$ cat src/rtl/ras_stack_ckpt.sv
// ras_stack_ckpt: circular return-address stack with one checkpoint slot
// for mispredict recovery.
//
// Parameters:
//   XLEN       return-address width
//   RAS_DEPTH  number of entries (2..64, any integer)
//
// Ports:
//   clk_i        clock, rising edge
//   rst_i        synchronous active-high reset
//   flush_i      empty the stack (entries kept, pointer/count cleared)
//   push_i       push addr_i (call)
//   pop_i        pop top-of-stack (return)
//   addr_i       return address to push
//   snap_i       capture checkpoint (pointer and count)
//   restore_i    restore checkpoint
//   top_valid_o  stack non-empty (combinational from registered state)
//   top_addr_o   current top-of-stack entry (combinational from registered state)
//   count_o      occupied entries
//   overflow_o   registered one-cycle pulse: oldest entry overwritten
//   underflow_o  registered one-cycle pulse: pop on empty
//
// Optional feature macro RAS_STACK_STATS_EN adds:
//   ovf_cnt_o    saturating count of overflow pulses
//   udf_cnt_o    saturating count of underflow pulses
module ras_stack_ckpt #(
    parameter int unsigned XLEN      = 32,
    parameter int unsigned RAS_DEPTH = 2
) (
    input  logic                             clk_i,
    input  logic                             rst_i,
    input  logic                             flush_i,
    input  logic                             push_i,
    input  logic                             pop_i,
    input  logic [XLEN-1:0]                  addr_i,
    input  logic                             snap_i,
    input  logic                             restore_i,
    output logic                             top_valid_o,
    output logic [XLEN-1:0]                  top_addr_o,
    output logic [$clog2(RAS_DEPTH+1)-1:0]   count_o,
    output logic                             overflow_o,
    output logic                             underflow_o
`ifdef RAS_STACK_STATS_EN
   ,output logic [15:0]                      ovf_cnt_o,
    output logic [15:0]                      udf_cnt_o
`endif
);

    localparam int unsigned PTR_W = $clog2(RAS_DEPTH);
    localparam int unsigned CNT_W = $clog2(RAS_DEPTH + 1);

    typedef struct packed {
        logic [PTR_W-1:0] ptr;
        logic [CNT_W-1:0] cnt;
    } ckpt_t;

    logic [XLEN-1:0]  mem_q [RAS_DEPTH];
    logic [PTR_W-1:0] tos_ptr_q;
    logic [CNT_W-1:0] count_q;
    ckpt_t            ckpt_q;

    logic [PTR_W-1:0] tos_ptr_n;
    logic [CNT_W-1:0] count_n;
    ckpt_t            ckpt_n;
    logic             ovf_n;
    logic             udf_n;
    logic             we;
    logic [PTR_W-1:0] waddr;

    logic [PTR_W-1:0] ptr_inc;
    logic [PTR_W-1:0] ptr_dec;
    logic             empty;
    logic             full;

    // Modulo-RAS_DEPTH pointer neighbours (depth need not be a power of two)
    always_comb begin
        ptr_inc = (tos_ptr_q == PTR_W'(RAS_DEPTH - 1)) ? '0 : tos_ptr_q + PTR_W'(1);
        ptr_dec = (tos_ptr_q == '0) ? PTR_W'(RAS_DEPTH - 1) : tos_ptr_q - PTR_W'(1);
        empty   = (count_q == '0);
        full    = (count_q == CNT_W'(RAS_DEPTH));
    end

    // Next-state: flush > restore > push/pop; reset handled in the register
    always_comb begin
        tos_ptr_n = tos_ptr_q;
        count_n   = count_q;
        ckpt_n    = ckpt_q;
        ovf_n     = 1'b0;
        udf_n     = 1'b0;
        we        = 1'b0;
        waddr     = tos_ptr_q;

        if (flush_i) begin
            tos_ptr_n = '0;
            count_n   = '0;
        end else if (restore_i) begin
            tos_ptr_n = ckpt_q.ptr;
            count_n   = ckpt_q.cnt;
        end else begin
            // Checkpoint holds the pre-update state of this cycle
            if (snap_i) begin
                ckpt_n.ptr = tos_ptr_q;
                ckpt_n.cnt = count_q;
            end

            if (push_i && pop_i && !empty) begin
                // Call replacing a return: rewrite top in place
                we    = 1'b1;
                waddr = tos_ptr_q;
            end else if (push_i) begin
                // Push-only, or push+pop on empty (behaves as push, flags underflow)
                udf_n     = pop_i;
                tos_ptr_n = ptr_inc;
                we        = 1'b1;
                waddr     = ptr_inc;
                if (full) begin
                    ovf_n = 1'b1;
                end else begin
                    count_n = count_q + CNT_W'(1);
                end
            end else if (pop_i) begin
                if (empty) begin
                    udf_n = 1'b1;
                end else begin
                    tos_ptr_n = ptr_dec;
                    count_n   = count_q - CNT_W'(1);
                end
            end
        end
    end

    // State, entry array and pulse registers
    always_ff @(posedge clk_i) begin
        if (rst_i) begin
            tos_ptr_q   <= '0;
            count_q     <= '0;
            ckpt_q      <= '0;
            overflow_o  <= 1'b0;
            underflow_o <= 1'b0;
            for (int i = 0; i < RAS_DEPTH; i++) begin
                mem_q[i] <= '0;
            end
        end else begin
            tos_ptr_q   <= tos_ptr_n;
            count_q     <= count_n;
            ckpt_q      <= ckpt_n;
            overflow_o  <= ovf_n;
            underflow_o <= udf_n;
            if (we) begin
                mem_q[waddr] <= addr_i;
            end
        end
    end

`ifdef RAS_STACK_STATS_EN
    // Saturating event counters; survive flush, cleared only by reset
    always_ff @(posedge clk_i) begin
        if (rst_i) begin
            ovf_cnt_o <= '0;
            udf_cnt_o <= '0;
        end else begin
            if (ovf_n && (ovf_cnt_o != 16'hFFFF)) begin
                ovf_cnt_o <= ovf_cnt_o + 16'd1;
            end
            if (udf_n && (udf_cnt_o != 16'hFFFF)) begin
                udf_cnt_o <= udf_cnt_o + 16'd1;
            end
        end
    end
`endif

    // Zero-latency top-of-stack view
    assign top_valid_o = !empty;
    assign top_addr_o  = mem_q[tos_ptr_q];
    assign count_o     = count_q;

endmodule
$ cat config.mk
export PLATFORM = sky130hd
export DESIGN_NAME = ras_stack_ckpt
export DESIGN_NICKNAME = d
export VERILOG_FILES = /design/src/rtl/ras_stack_ckpt.sv
export SDC_FILE = /design/constraint.sdc
export NUM_CORES = 1
export LEC_CHECK = 0
export CAP_MARGIN = 5
export CORE_UTILIZATION = 30
export CTS_CLUSTER_SIZE = 24
export DETAILED_ROUTE_END_ITERATION = 8
export PLACE_DENSITY_LB_ADDON = 0.15
export SYNTH_ARGS = -nofsm -noshare
export SYNTH_HDL_FRONTEND = slang
export SYNTH_SLANG_ARGS = --single-unit
$ cat constraint.sdc
create_clock -name clk_i -period 2.3 [get_ports clk_i]
set_input_delay 0.345 -clock clk_i [delete_from_list [all_inputs] [get_ports clk_i]]
set_output_delay 0.345 -clock clk_i [all_outputs]
set_load 0.01 [all_outputs]
# Word level (Yosys, flattened, before mapping)
# Memory sizes are Yosys's and may differ from the RTL's. A register that Yosys moved wholly into a read port is not among the register bits.
# Index checks and enable logic that the tools add are counted.
[word_totals]
ff_bits = 8
mem_bits_rw = 64
input_bits = 39
memories = 1
[memory_table]
columns = ["memory", "depth", "word_bits", "rd", "rd_clocked_by_memory_dff", "wr", "line", "text"]
rows = [
  ["mem_q", 2, 32, 1, 1, 2, "57", "logic [XLEN-1:0] mem_q [RAS_DEPTH];"],
]
[op_classes]
addsub = 4
eq_ne = 4
n_mux = 35
n_bitwise = 3
reduce_logical = 12
[ops]
columns = ["op", "n"]
rows = [
  ["32-bit 2-to-1 mux", 1],
  ["32-bit OR reduction", 1],
  ["1-bit 2-to-1 mux", 28],
  ["2-bit 2-to-1 mux", 6],
  ["3-bit inequality test (second input constant)", 2],
  ["3-bit AND reduction", 2],
  ["5-bit OR reduction", 1],
  ["4-bit AND reduction", 1],
  ["4-bit OR reduction", 1],
  ["1-bit inverter", 3],
  ["3-bit nonzero test", 1],
  ["2-bit by 1-bit adder with 2-bit output (second input constant)", 1],
  ["2-bit == test (second input constant)", 1],
  ["1-bit logical AND", 2],
  ["2-bit zero test", 1],
  ["2-bit inequality test (second input constant)", 1],
  ["2-bit OR reduction", 1],
  ["2-bit by 1-bit subtractor with 2-bit output (second input constant)", 1],
  ["1-bit adder (second input constant)", 1],
  ["1-bit zero test", 1],
  ["1-bit subtractor (second input constant)", 1],
]

# Longest topological paths before layout
[depth]
word_depth = 11
mapped_depth = 7

# Least setup slack after synthesis
# No wires, ideal clock.
[synth_path]
kind = "input port to flip-flop"
startpoint = "input flush_i"
endpoint = "memory mem_q[1][0] (enable)"
setup_time_ps = 395
arrival_ps = 2057
setup_slack_ps = -152
cell_stages = 5
n_path_buf = 2
path_cell_list = "buf_4 -> nor4b_4 -> buf_6 -> o211ai_1 -> nand3b_1"
[synth_rtl]
columns = ["element", "line", "text"]
rows = [
  ["from (decl)", "32", "input logic flush_i,"],
  ["to (decl)", "57", ""],
]

==> run_results.csv <==
group,metric,value,unit
outcome,status,"complete, but fails checks",
outcome,violations,"design-rule violations",
synth,synth_async_sr_flop_share,0,%
place,placed_cell_area,0.00461,sq mm
grt,antenna_found_initial,0,
clocking,cts_resized,0,
power_and_ir_drop,clock_power_share,43.6,%
power_and_ir_drop,cellPowerDensity,688,mW/mm^2
clocking,htreeDepth,3,
critical_path,crit_fanout,22,
synth,ys_ff_latch,73,
finish,design_area,0.00492,sq mm
grt,grt.busiest_layer,"met2",
critical_path,reg2reg_depth,5,
critical_path,r2r_start,"tos_ptr_q$_SDFFE_PP0P_",
critical_path,r2r_end,"mem_q[1][25]$_SDFFCE_PN0P_",
floorplan,die_y,112,um
sta,final_hold_viol_count,0,
sta,finalSetupViolations,0,
floorplan,io_pins,76,
synth,synth_nets,320,
routing,drc,7,
min_path,min_path_type,"register to register",
place,gp_congestion,0.724,
routing,vias_per_cell,4.84,
routing,routed_wl,8700,um
sta,rsz0062_at_grt,"no",
critical_path,start_kind,"register",
clocking,cts_tree,"yes",
clocking,cts_setup_buffers,0,
min_path,min_to,"count_o[0]$_SDFFE_PP0P_",
grt,grt_pass1_wl,13600,um
power_and_ir_drop,switching_share,21.8,%
clocking,clock_sinks,73,
finish,fin_util,42.4,%
min_path,hold_path_depth,2,
routing,vias,2460,
clocking,clock_latency,0.33,ns
finish,drive_gt1_share,27.4,%
clocking,cts_made_buffers,9,
power_and_ir_drop,intPower,2.65,mW
flow_run,drv_cap,0,
finish,area.growth.synth_to_final,35.9,%
place,numPortBuffers,75,
grt,use_met2,24.4,%
critical_path,slowest_delay,0.48,ns
critical_path,crit_type,"register to output port",
critical_path,critPathSlowestCell,"clkdlybuf4s50_1",
floorplan,rows,39,
routing,drt_pre_antenna_iters,6,
synth,ys.flop_type,"edfxtp_1",
grt,met1_usage,18.2,%
floorplan,coreArea,0.0116,sq mm
sta,finClkSkew,0.00835,ns
place,dp_hpwl,5360,um
finish,finalNetCount,401,
synth,ys_seq_area_share,58.0,%
grt,grt_pass1_vias,2573,
power_and_ir_drop,switchingPower,0.737,mW
grt,grt_overflow,0,
critical_path,critPathArrivalTime,1.86,ns
power_and_ir_drop,power_frac_comb,11.9,%
routing,wl_per_cell,17.1,um
synth,synth-edff-count,64,
routing,drt_iter0_markers,78,
min_path,hold_start,"ckpt_q[0]$_SDFFE_PP0P_",
synth,syn_area,0.00362,sq mm
synth,synth.avg_cell_area,13.0,sq um
sta,slew_headroom,72.8,%
sta,post-route-min-period,2.21,ns
clocking,ctsRootBufferMaster,"clkbuf_16",
finish,num_antenna_cells,0,
sta,min_period_over_period,96.0,%
synth,ys.warnings.count,0,
grt,grt.met3_usage,3.48,%
grt,grt_max_degree,34,
floorplan,die-area,0.0125,sq mm
clocking,path_clk_slew,0.06,ns
routing,antenna_left,0,
synth,ys_types,38,
critical_path,end_kind,"output port",
floorplan,start_util,31.2,%
synth,syn_inst,279,
power_and_ir_drop,total_leakage_power,1.82,nW
sta,maxSlewViolCount,0,
clocking,postCtsHoldBufs,0,
grt,grt_usage,14.5,%
sta,tightestPinTransition,0.408,ns
clocking,cts_buffer_depth,2,
critical_path,worstPathRequired,1.96,ns
power_and_ir_drop,max-vdd-ir-drop,0.359,mV
critical_path,regToRegSetupSlack,0.48,ns
sta,fmax,0.453,GHz
critical_path,cp_cell_sequence,"buf_4 -> mux2_2 -> clkdlybuf4s50_1",
floorplan,die_w,112,um
power_and_ir_drop,seqPwrFrac,44.5,%
-- power groups by stage --
stage	sequential, mW	clock (mW)	combinational [mW]
2_1_floorplan	1.53	0	0.189
3_3_place_gp	1.54	0	0.413
3_5_place_dp	1.54	0	0.409
4_1_cts	1.51	1.51	0.412
5_1_grt	1.51	1.58	0.431
6_report	1.51	1.48	0.404
-- metrics by stage --
step	setup WS [ns]	TNS, ns	total power [mW]	std cells	hold slack [ns]
6_report	0.0918	0	3.39	508	0.477
3_3_place_gp	0.116	0	1.95	492	0.470
5_1_grt	0.0165	0	3.52	508	0.505
4_1_cts	0.0486	0	3.43	508	0.478
3_5_place_dp	0.127	0	1.95	492	0.468
2_1_floorplan	-0.127	-4.06	1.72	279	0.443
-- layer usage --
layer | part of all wire [%] | vias up
met4 | 1.4 | 0
met3 | 3.2 | 7
li1 | - | 1192
met2 | 50 | 52
met1 | 45 | 1209
met5 | 0 | -
-- how the worst max path moves through the flow --
stage,to,cells after the start
global placement,mem_q[0][9]$_SDFFCE_PN0P_,5
floorplan,mem_q[1][0]$_SDFFCE_PN0P_,5
CTS,top_addr_o[7],3
detailed placement,mem_q[0][9]$_SDFFCE_PN0P_,5
finish,top_addr_o[3],3
global route,top_addr_o[21],3
-- sequential cells by signal, indices dropped and copies added, names as in the netlist, named ones only --
register     count
ckpt_q           3
count_o          2
mem_q           64
overflow_o       1
tos_ptr_q        1
underflow_o      1
-- cells by family after synthesis --
| logic type | share of synthesized area [%] |
|---|---|
| buf+inv | 5.39 |
| flops | 58.0 |
| compound gates | 7.80 |
| fa+ha+maj | 0.690 |
| simple gates | 16.8 |
| mux | 11.3 |
-- cells in the final DEF (no fill, tap or decap), types with 2 or more instances in the layout --
master / instances
mux2_2: 21
nand2_1: 33
nor3_1: 3
buf_12: 5
nand2b_1: 3
nor2b_1: 2
a21oi_2: 4
mux2_1: 11
nor3_2: 30
ha_1: 2
buf_4: 16
clkdlybuf4s50_1: 75
inv_1: 3
and3_1: 2
o211ai_1: 2
bufinv_16: 2
dfxtp_1: 8
mux2i_1: 5
a21oi_1: 29
clkbuf_16: 9
o21ai_0: 2
nor2_1: 9
clkinv_2: 2
edfxtp_1: 64
-- Yosys cell counts (5+ instances only) --
cell,n,area share [%]
buf_2,12,1.7
nand2_1,33,3.4
a21oi_1,29,4.0
mux2i_1,5,1.4
buf_6,8,2.5
a21oi_2,5,1.2
edfxtp_1,64,53
nor3_2,30,8.3
mux2_2,21,6.5
nor2_1,9,0.93
dfxtp_1,9,5.0
mux2_1,11,3.4
-- worst max-delay path, delay by kind of cell, from the launching register on --
kind	cells	cell delay, ns
buffers and inverters	2	0.80
DFF	1	0.32
muxes	1	0.40
-- cell type report --
class	count	area, sq um
multi-input combinational	177	1350
fill	1104	6690
sequential	73	2100
clock buffer	10	229
inverter	3	11.3
timing repair buffer	96	971
tap	143	179
clock inverter	6	82.6
Note: power is estimated with default switching activity, not from simulation.
